--- config.mk ---
export PLATFORM = sky130hd
export DESIGN_NAME = ext_mem_bridge_flat
export DESIGN_NICKNAME = d
export VERILOG_FILES = /design/src/rtl/ext_mem_bridge_if.sv /design/src/rtl/ext_mem_bridge.sv /design/src/flat_wrapper.sv
export SDC_FILE = /design/constraint.sdc
export NUM_CORES = 1
export LEC_CHECK = 0
export CORE_MARGIN = 2
export CORE_UTILIZATION = 30
export DETAILED_ROUTE_END_ITERATION = 12
export MAX_ROUTING_LAYER = met4
export PLACE_DENSITY = 0.58
export SLEW_MARGIN = 20
export SYNTH_ARGS = -nofsm -noshare
export SYNTH_HDL_FRONTEND = slang
export SYNTH_SLANG_ARGS = --single-unit
--- constraint.sdc ---
create_clock -name clk -period 2.21 [get_ports clk]
set_clock_uncertainty 0.15 [all_clocks]
set_input_delay 0.442 -clock clk [delete_from_list [all_inputs] [get_ports clk]]
set_output_delay 0.442 -clock clk [all_outputs]
set_load 0.005 [all_outputs]
--- src/rtl/ext_mem_bridge_if.sv ---
// Bundles the CPU request bus and the multiplexed pad bus for ext_mem_bridge.
// The slave modport is the bridge. The master modport is its environment: the CPU side plus the pads.
interface ext_mem_bridge_if;
  logic        cpu_req;
  logic        cpu_rnw;
  logic [10:0] cpu_addr;
  logic [7:0]  cpu_wdata;
  logic [7:0]  cpu_rdata;
  logic        cpu_ready;
  logic        cpu_busy;
  logic        bus_err;
  logic [7:0]  pad_ctrl;
  logic [7:0]  pad_io_out;
  logic [7:0]  pad_io_oe;
  logic [7:0]  pad_io_in;
  logic        pad_wait;

  modport slave (
    input  cpu_req, cpu_rnw, cpu_addr, cpu_wdata, pad_io_in, pad_wait,
    output cpu_rdata, cpu_ready, cpu_busy, bus_err, pad_ctrl, pad_io_out, pad_io_oe
  );

  modport master (
    output cpu_req, cpu_rnw, cpu_addr, cpu_wdata, pad_io_in, pad_wait,
    input  cpu_rdata, cpu_ready, cpu_busy, bus_err, pad_ctrl, pad_io_out, pad_io_oe
  );
endinterface

--- src/rtl/ext_mem_bridge.sv ---
// ext_mem_bridge: carries the CPU's 11-bit address / 8-bit data memory bus onto a
// multiplexed pad bus. Each transaction has an ADDR phase (ALE) and a DATA phase, followed
// by one turnaround cycle.
// Optional feature: define EXT_WAIT_EN so that pad_wait can stretch the DATA phase, up to
// WAIT_TIMEOUT extra cycles. When the limit is reached, the DATA phase ends and sticky
// bus_err is set. Without EXT_WAIT_EN, pad_wait is ignored and bus_err is tied low.
//
// state | meaning
// IDLE  | pads quiet, waiting for cpu_req
// ADDR  | one cycle: ALE high, address on pads, pads driven
// DATA  | WAIT_STATES+1 cycles (+ wait extension): read strobes OE_n, write drives data + WE_n
// RECOV | one cycle: pads released for turnaround, cpu_ready pulse
module ext_mem_bridge #(
  parameter int WAIT_STATES  = 1,
  parameter int WAIT_TIMEOUT = 15
) (
  input logic            clk,
  input logic            rst,
  ext_mem_bridge_if.slave bus
);

  typedef enum logic [1:0] {IDLE, ADDR, DATA, RECOV} state_t;

  // pad_ctrl with ALE=0, WE_n=1, OE_n=1 and address high bits zero
  localparam logic [7:0] CTRL_QUIET = 8'b0110_0000;

  state_t      state;
  logic        rnw_q;
  logic [10:0] addr_q;
  logic [7:0]  wdata_q;
  logic [3:0]  cnt;
  logic        data_done;

`ifdef EXT_WAIT_EN
  logic [3:0]  ext_cnt;

  // DATA ends on the last nominal cycle unless the device stretches it and extension budget remains
  always_comb begin
    data_done = 1'b0;
    if (state == DATA && cnt == 4'd0)
      data_done = !(bus.pad_wait && ext_cnt != 4'd0);
  end
`else
  logic unused_wait;
  assign unused_wait = bus.pad_wait;
  assign bus.bus_err = 1'b0;

  // DATA ends once the wait-state counter reaches terminal count
  always_comb begin
    data_done = 1'b0;
    if (state == DATA && cnt == 4'd0)
      data_done = 1'b1;
  end
`endif

  // Transaction sequencer; all pad and CPU-side outputs are registered here
  always_ff @(posedge clk) begin
    if (rst) begin
      state          <= IDLE;
      rnw_q          <= 1'b1;
      addr_q         <= '0;
      wdata_q        <= '0;
      cnt            <= '0;
      bus.pad_ctrl   <= CTRL_QUIET;
      bus.pad_io_out <= '0;
      bus.pad_io_oe  <= '0;
      bus.cpu_rdata  <= '0;
      bus.cpu_ready  <= 1'b0;
      bus.cpu_busy   <= 1'b0;
`ifdef EXT_WAIT_EN
      ext_cnt        <= '0;
      bus.bus_err    <= 1'b0;
`endif
    end else begin
      bus.cpu_ready <= 1'b0;
      case (state)
        IDLE: begin
          if (bus.cpu_req) begin
            rnw_q          <= bus.cpu_rnw;
            addr_q         <= bus.cpu_addr;
            wdata_q        <= bus.cpu_wdata;
            bus.cpu_busy   <= 1'b1;
            bus.pad_ctrl   <= {3'b111, 2'b00, bus.cpu_addr[10:8]};
            bus.pad_io_out <= bus.cpu_addr[7:0];
            bus.pad_io_oe  <= 8'hFF;
`ifdef EXT_WAIT_EN
            bus.bus_err    <= 1'b0;
`endif
            state          <= ADDR;
          end
        end
        ADDR: begin
          cnt <= 4'(WAIT_STATES);
`ifdef EXT_WAIT_EN
          ext_cnt <= 4'(WAIT_TIMEOUT);
`endif
          // WE_n low only for writes, OE_n low only for reads; reads never drive the pads
          bus.pad_ctrl   <= {1'b0, rnw_q, ~rnw_q, 2'b00, addr_q[10:8]};
          bus.pad_io_out <= rnw_q ? 8'h00 : wdata_q;
          bus.pad_io_oe  <= rnw_q ? 8'h00 : 8'hFF;
          state          <= DATA;
        end
        DATA: begin
          if (cnt != 4'd0) begin
            cnt <= cnt - 4'd1;
          end else if (data_done) begin
            if (rnw_q)
              bus.cpu_rdata <= bus.pad_io_in;
`ifdef EXT_WAIT_EN
            // still waiting with no budget left: give up and flag it
            if (bus.pad_wait)
              bus.bus_err <= 1'b1;
`endif
            bus.cpu_ready  <= 1'b1;
            bus.pad_ctrl   <= CTRL_QUIET;
            bus.pad_io_out <= 8'h00;
            bus.pad_io_oe  <= 8'h00;
            state          <= RECOV;
          end else begin
`ifdef EXT_WAIT_EN
            ext_cnt <= ext_cnt - 4'd1;
`endif
          end
        end
        RECOV: begin
          bus.cpu_busy <= 1'b0;
          state        <= IDLE;
        end
        default: state <= IDLE;
      endcase
    end
  end

endmodule

--- src/flat_wrapper.sv ---
// flat-port wrapper written by rule: the top's interface ports become plain ports
module ext_mem_bridge_flat 
#(
  parameter int WAIT_STATES  = 1,
  parameter int WAIT_TIMEOUT = 15
)
  (clk, rst, bus_cpu_req, bus_cpu_rnw, bus_cpu_addr, bus_cpu_wdata, bus_pad_io_in, bus_pad_wait, bus_cpu_rdata, bus_cpu_ready, bus_cpu_busy, bus_bus_err, bus_pad_ctrl, bus_pad_io_out, bus_pad_io_oe);
  ext_mem_bridge_if bus_i ();
  input logic clk;
  input logic rst;
  input wire logic [$bits(bus_i.cpu_req)-1:0] bus_cpu_req;
  input wire logic [$bits(bus_i.cpu_rnw)-1:0] bus_cpu_rnw;
  input wire logic [$bits(bus_i.cpu_addr)-1:0] bus_cpu_addr;
  input wire logic [$bits(bus_i.cpu_wdata)-1:0] bus_cpu_wdata;
  input wire logic [$bits(bus_i.pad_io_in)-1:0] bus_pad_io_in;
  input wire logic [$bits(bus_i.pad_wait)-1:0] bus_pad_wait;
  output wire logic [$bits(bus_i.cpu_rdata)-1:0] bus_cpu_rdata;
  output wire logic [$bits(bus_i.cpu_ready)-1:0] bus_cpu_ready;
  output wire logic [$bits(bus_i.cpu_busy)-1:0] bus_cpu_busy;
  output wire logic [$bits(bus_i.bus_err)-1:0] bus_bus_err;
  output wire logic [$bits(bus_i.pad_ctrl)-1:0] bus_pad_ctrl;
  output wire logic [$bits(bus_i.pad_io_out)-1:0] bus_pad_io_out;
  output wire logic [$bits(bus_i.pad_io_oe)-1:0] bus_pad_io_oe;
  assign bus_i.cpu_req = bus_cpu_req;
  assign bus_i.cpu_rnw = bus_cpu_rnw;
  assign bus_i.cpu_addr = bus_cpu_addr;
  assign bus_i.cpu_wdata = bus_cpu_wdata;
  assign bus_i.pad_io_in = bus_pad_io_in;
  assign bus_i.pad_wait = bus_pad_wait;
  assign bus_cpu_rdata = bus_i.cpu_rdata;
  assign bus_cpu_ready = bus_i.cpu_ready;
  assign bus_cpu_busy = bus_i.cpu_busy;
  assign bus_bus_err = bus_i.bus_err;
  assign bus_pad_ctrl = bus_i.pad_ctrl;
  assign bus_pad_io_out = bus_i.pad_io_out;
  assign bus_pad_io_oe = bus_i.pad_io_oe;
  ext_mem_bridge #(.WAIT_STATES(WAIT_STATES), .WAIT_TIMEOUT(WAIT_TIMEOUT)) u_core (.clk(clk), .rst(rst), .bus(bus_i));
endmodule
==> metrics, run 1 <==
worst reg2reg path startpoint u_core.cnt[0]$_SDFFE_PP0P_; Sink Count 43; Max H-tree Level 2; largest voltage drop on the vdd net between 0.0005 and 0.0006 V; Min Hold Slack 0.303 ns; clock tree root driver cell sky130_fd_sc_hd__clkbuf_8; worst setup slack after layout approximately 0.18 ns; CP Class reg2reg; netlist area before placement between 1500 and 2000 um2; number of buffers added for setup after CTS 0; Worst Setup End Kind flip-flop; cell type with the largest total area after synthesis sky130_fd_sc_hd__dfxtp_1; aggregate global-route resource usage 0.140; Area growth, synth to finish 39.9%; iteration count of the initial detailed-routing pass 4; via density per instance about 4.7; dpl cell area 2650 um2; Data arrival, critical path 2.10 ns; final-layout setup total negative slack 0 ns; arithmetic-cell share of the synthesized area counting full adders, half adders and majority gates 0.0444; compound-cell area share of the yosys netlist 0.198; number of synthesized register bits 43; synthesized instance count 233; number of placed instances, taps included 359; register-to-register path setup slack 0.18 ns; worst setup path startpoint u_core.cnt[0]$_SDFFE_PP0P_; Synth cell types 30; total core area 6350 um2; Avg Cell Area, Syn between 8 and 9 um2; share of Yosys cell area claimed by the top area cell type 0.436; Post-Route WL 4590 um; outcome complete, no violations; required arrival time at the worst endpoint 2.28 ns; CTS clk-pin slew, worst paths roughly 0.080 ns; number of placed I/O pins 67; residual antenna-violating net count after detailed routing 0; max-slew violation count 0; first-pass GRT wire length 7890 um; DRC violation total after the first TritonRoute iteration 57; share of post-route cells with drive strength above 1 0.117; Reg2Reg Capture Point u_core.bus.pad_io_oe[6]$_SDFFE_PP0P_; via count 1743; net count of the finished layout between 300 and 400; power density relative to cell area 1310 nW/um2; insertion delay of the later-clocked pin in the worst-skew pair about 0.30 ns; dominant combinational cell family by area after synthesis simple AND/OR/NAND/NOR gates; Final Hold Viols 0; largest buffer count on any clock path 2; maximum fanout along the worst path 29; top library cells by usage in the layout, fill and taps aside sky130_fd_sc_hd__clkdlybuf4s50_1 (61), sky130_fd_sc_hd__dfxtp_1 (43), sky130_fd_sc_hd__a21oi_1 (37); worst setup path end u_core.bus.pad_io_oe[6]$_SDFFE_PP0P_; slew at the pin closest to its max-slew limit 0.536 ns; setup slack after placement 0.175 ns; portion of netlist area occupied by mux cells 0.0101; Filler Cell Count 630; Critical Path Start Type flip-flop; RSZ-0062 raised after global routing false; post-layout util 0.435; Avg WL per Cell 12.5 um; max_cap viols 0; number of antenna violations at the first check in global routing 0; final clock period utilization by the worst path 0.920; critical-path cell list inv_1 > ha_1 > or3b_4 > a211oi_4 > buf_12 > nor2_1 > a311oi_2; source of the worst hold timing path u_core.addr_q[8]$_SDFFE_PP0P_; row cnt 29; half-perimeter wire length after placement roughly 3300 um; maximum number of pins on one net before global-route repair 30; biggest cell delay along the critical path 0.42 ns; routability congestion estimate from global placement 0.787; cell depth of the worst flop-to-flop path 7; y dimension of the die 85.1 um; simple-gate area share of the yosys netlist 0.224; min Tclk post-route 2.03 ns; Setup Viol. Count Final 0; Overflow after GRT 0; worst rel slew slack 0.642; leakage power of the design ~1.1 nW; effective utilization at floorplan 0.311; final cell count without fillers around 370; HP Class reg2reg; CTS-repair resized insts 0; summed area of non-filler cells in the final layout 2760 um2; cts bufs inserted 5; Critical Path Slowest Stage Cell sky130_fd_sc_hd__or3b_4; synthesis warning total 0; antenna cells 0; Post-CTS Hold Fix Bufs 0; Die Width 85.1 um; number of global-route vias before repair 1704; f_max approximately 0.5 GHz; part of the Yosys area used for sequential elements 0.436; most common library cell in the layout ignoring fill and taps sky130_fd_sc_hd__clkdlybuf4s50_1; overall power after layout roughly 3.6 mW; DRC violations left 0; biggest area contributors in the synthesized netlist sky130_fd_sc_hd__dfxtp_1 (44%), sky130_fd_sc_hd__a21oi_1 (9.4%), sky130_fd_sc_hd__a211oi_2 (7.6%), sky130_fd_sc_hd__nand2_1 (6.8%), sky130_fd_sc_hd__buf_4 (4.6%); number of input and output port buffers inserted 62; die area between 7000 and 8000 um2; xor-xnor portion of the synthesized cell area 0; CTS tree yes
-- power breakdown --
group	leakage [nW]	internal, mW	switching (mW)	total [mW]
Clock	0.0581	0.336	0.275	0.611
Sequential	0.353	0.986	0.128	1.11
Combinational	0.647	0.923	0.956	1.88
Total	1.06	2.24	1.36	3.60
-- worst min path at each step --
stage	end	slack, ns	depth (start not counted)
3_5_place_dp	u_core.wdata_q[3]$_SDFFE_PP0P_	0.29	2
4_1_cts	u_core.addr_q[8]$_SDFFE_PP0P_	0.31	2
5_1_grt	u_core.wdata_q[3]$_SDFFE_PP0P_	0.33	2
3_3_place_gp	u_core.addr_q[10]$_SDFFE_PP0P_	0.29	2
6_report	u_core.addr_q[8]$_SDFFE_PP0P_	0.30	2
2_1_floorplan	u_core.addr_q[10]$_SDFFE_PP0P_	0.28	2
-- worst max-delay path, delay by kind of cell, from the launching register on --
kind / cells / cell delay [ns]
AOI/OAI and AO/OA: 2 / 0.51
and+or+nand+nor: 2 / 0.49
DFF: 1 / 0.33
buffers and inverters: 2 / 0.30
adders and majority gates: 1 / 0.17
-- sequential cells by signal, indices dropped and copies added, names as in the netlist --
name,cells
u_core.bus.cpu_rdata,8
u_core.bus.pad_ctrl,6
u_core.bus.cpu_ready,1
u_core.state,2
u_core.wdata_q,8
u_core.bus.cpu_busy,1
u_core.addr_q,3
u_core.cnt,4
u_core.bus.pad_io_out,8
u_core.rnw_q,1
u_core.bus.pad_io_oe,1
-- final cells by class --
type                            instances  area, um2  share of cell area
Clock buffer                            5       68.8              0.0249
Sequential cell                        43        861               0.312
Clock inverter                          3       43.8              0.0159
Tap cell                               77       96.3              0.0349
Inverter                                6       22.5             0.00816
Timing Repair Buffer                   72        703               0.255
Multi-Input combinational cell        161        965               0.350
-- cells in the mapped netlist --
cell type / instances
sky130_fd_sc_hd__a2111oi_0: 1
sky130_fd_sc_hd__a211oi_2: 12
sky130_fd_sc_hd__a21oi_1: 37
sky130_fd_sc_hd__a311oi_2: 1
sky130_fd_sc_hd__a41oi_1: 1
sky130_fd_sc_hd__and2_1: 1
sky130_fd_sc_hd__and3_1: 11
sky130_fd_sc_hd__buf_1: 1
sky130_fd_sc_hd__buf_4: 12
sky130_fd_sc_hd__buf_6: 1
sky130_fd_sc_hd__clkbuf_1: 11
sky130_fd_sc_hd__conb_1: 1
sky130_fd_sc_hd__dfxtp_1: 43
sky130_fd_sc_hd__ha_1: 7
sky130_fd_sc_hd__inv_1: 6
sky130_fd_sc_hd__mux2i_1: 2
sky130_fd_sc_hd__nand2_1: 36
sky130_fd_sc_hd__nand2b_1: 2
sky130_fd_sc_hd__nand3_1: 8
sky130_fd_sc_hd__nand3b_1: 1
sky130_fd_sc_hd__nand4b_1: 1
sky130_fd_sc_hd__nor2_1: 20
sky130_fd_sc_hd__nor2b_1: 4
sky130_fd_sc_hd__nor3_1: 5
sky130_fd_sc_hd__nor4bb_1: 1
sky130_fd_sc_hd__o21a_1: 1
sky130_fd_sc_hd__o21ai_0: 3
sky130_fd_sc_hd__or3_1: 1
sky130_fd_sc_hd__or3b_4: 1
sky130_fd_sc_hd__or4b_1: 1
-- kinds of logic (layout without fill, tap and decap cells) --
family / Yosys count / count (layout)
compound gates: 56 / 56
buf+inv: 31 / 86
flops: 43 / 43
fa+ha+maj: 7 / 7
other cells: 1 / 3
simple gates: 93 / 93
mux: 2 / 2
-- metal layers --
metal | vias up | share of wire | global-route usage
li1 | 895 | - | -
met1 | 782 | 0.46 | 0.168
met2 | 59 | 0.44 | 0.215
met3 | 7 | 0.078 | 0.0486
met4 | 0 | 0.019 | 0.0563
met5 | - | 0 | -
(Power assumes the default switching activity.)
==> run 2: changes to the inputs <==
--- a/config.mk
+++ b/config.mk
@@ -12,2 +12,3 @@
 export PLACE_DENSITY = 0.58
+export SETUP_SLACK_MARGIN = 0.1
 export SLEW_MARGIN = 20
--- a/constraint.sdc
+++ b/constraint.sdc
@@ -4,2 +4,2 @@
 set_output_delay 0.442 -clock clk [all_outputs]
-set_load 0.005 [all_outputs]
+set_load 0.05 [all_outputs]
==> metrics, run 2 (synthesis gave the netlist of run 1 again) <==
aggregate global-route resource usage 0.138; via density per instance between 4 and 5; Data arrival, critical path ~1.5 ns; Area growth, synth to finish 43.2%; Max H-tree Level 2; Overflow after GRT 0; final-layout setup total negative slack 0 ns; cts bufs inserted 5; sum of met3 wire segment lengths after detailed routing 341 um; CTS tree yes; share of post-route cells with drive strength above 1 0.163; DRC violation total after the first TritonRoute iteration 52; largest buffer count on any clock path 2; antenna cells 0; die area 7240 um2; Avg WL per Cell ~13 um; Die Width 85.1 um; highest signal layer in the routed design met4; leakage power of the design 1.13 nW; f_max 0.489 GHz; iteration count of the initial detailed-routing pass 4; y dimension of the die 85.1 um; Filler Cell Count 617; Critical Path Slowest Stage Cell sky130_fd_sc_hd__clkdlybuf4s50_1; clock tree root driver cell sky130_fd_sc_hd__clkbuf_8; first-pass GRT wire length 7800 um; total core area 6350 um2; worst rel slew slack 0.641; WL met2 2270 um; insertion delay of the later-clocked pin in the worst-skew pair 0.30 ns; net count of the finished layout about 330; number of antenna violations at the first check in global routing 0; cell family contributing the most delay on the critical path buffers and inverters; residual antenna-violating net count after detailed routing 0; Post-Route WL 4860 um; RSZ-0062 raised after global routing false; buffer and inverter count on the worst path 1; maximum fanout along the worst path 2; critical-path cell list clkdlybuf4s50_1; max-slew violation count 0; largest registers ranked by flip-flop count u_core.bus.cpu_rdata (8), u_core.bus.pad_io_out (8), u_core.wdata_q (8); routability congestion estimate from global placement 0.781; via count 1743; number of placed instances, taps included 359; Critical Path Start Type flip-flop; number of global-route vias before repair 1671; Final Hold Viols 0; final clock period utilization by the worst path 0.926; outcome complete, no violations; DRC violations left 0; register-to-register path setup slack 0.19 ns; CP Class reg2out; Sink Count 43; number of placed I/O pins 67; WL met1 between 2000 and 2500 um; min Tclk post-route between 2 and 2.5 ns; largest voltage drop on the vdd net about 0.0013 V; most common library cell in the layout ignoring fill and taps sky130_fd_sc_hd__clkdlybuf4s50_1; slew at the pin closest to its max-slew limit between 0.5 and 0.6 ns; max_cap viols 0; row cnt 29; Post-CTS Hold Fix Bufs 0; HP Class reg2reg; biggest cell delay along the critical path 0.81 ns; effective utilization at floorplan 0.311; Worst Setup End Kind output port; required arrival time at the worst endpoint 1.62 ns; top library cells by usage in the layout, fill and taps aside sky130_fd_sc_hd__clkdlybuf4s50_1 (51), sky130_fd_sc_hd__dfxtp_1 (43), sky130_fd_sc_hd__a21oi_1 (37); Setup Viol. Count Final 0; half-perimeter wire length after placement about 3300 um; final cell count without fillers 371; CTS clk-pin slew, worst paths 0.08 ns; power density relative to cell area 1600 nW/um2; number of input and output port buffers inserted 62; maximum number of pins on one net before global-route repair 30
==> run 2: power breakdown <==
group          internal [mW]  switching, mW
combinational           1.10           1.68
sequential             0.985          0.127
clock                  0.337          0.281
total                   2.42           2.09
==> run 2: tightest hold or removal path, stage by stage (launching register included) <==
cell,delay (ns)
sky130_fd_sc_hd__dfxtp_1,0.31
sky130_fd_sc_hd__nand2_1,0.05
sky130_fd_sc_hd__a21oi_1,0.05
==> run 2: final cells by class <==
cell class              instances  area [um2]  area share
well taps                      77        96.3      0.0341
flip-flops and latches         43         861       0.305
inverters                       6        22.5     0.00797
multi-input cells             161         981       0.347
repair buffers                 76         753       0.266
clock inverters                 3        43.8      0.0155
clock buffers                   5        68.8      0.0243
==> run 2: worst paths after layout <==
path                                                            from                                   to  depth (start not counted)
worst max-delay path            u_core.bus.cpu_rdata[7]$_SDFFE_PP0P_                     bus_cpu_rdata[7]                          1
worst min-delay path                  u_core.wdata_q[0]$_SDFFE_PP0P_       u_core.wdata_q[0]$_SDFFE_PP0P_                          2
worst max register to register            u_core.cnt[0]$_SDFFE_PP0P_  u_core.bus.pad_ctrl[1]$_SDFFE_PP0P_                          8
worst min register to register        u_core.wdata_q[0]$_SDFFE_PP0P_       u_core.wdata_q[0]$_SDFFE_PP0P_                          2
==> run 2: through the flow <==
step            util  hold WS, ns  area (um2)  power [mW]  setup WS [ns]
2_1_floorplan      -        0.282        1980        2.97          0.337
3_3_place_gp   0.414        0.287        2630        3.61          0.202
3_5_place_dp   0.414        0.294        2630        3.64          0.145
4_1_cts        0.432        0.306        2740        4.27          0.130
5_1_grt        0.445        0.324        2830        4.81         0.0885
6_report       0.445        0.303        2830        4.51          0.164
==> run 2: per-layer routing <==
metal / vias up / global-route usage
li1: 900 / -
met1: 787 / 0.170
met2: 51 / 0.213
met3: 5 / 0.0428
met4: 0 / 0.0462
met5: - / -
==> run 2: what timing repair did <==
action | CTS | global route
resized for setup | 0 | 5
endpoints found under the setup margin | 0 | 19
setup buffers | 0 | 2
==> run 3: changes to the inputs <==
SKIP_CTS_REPAIR_TIMING = 1   (was unset)
==> results of run 3 <==
Final layout, timing and power as in run 2 (identical DEF).
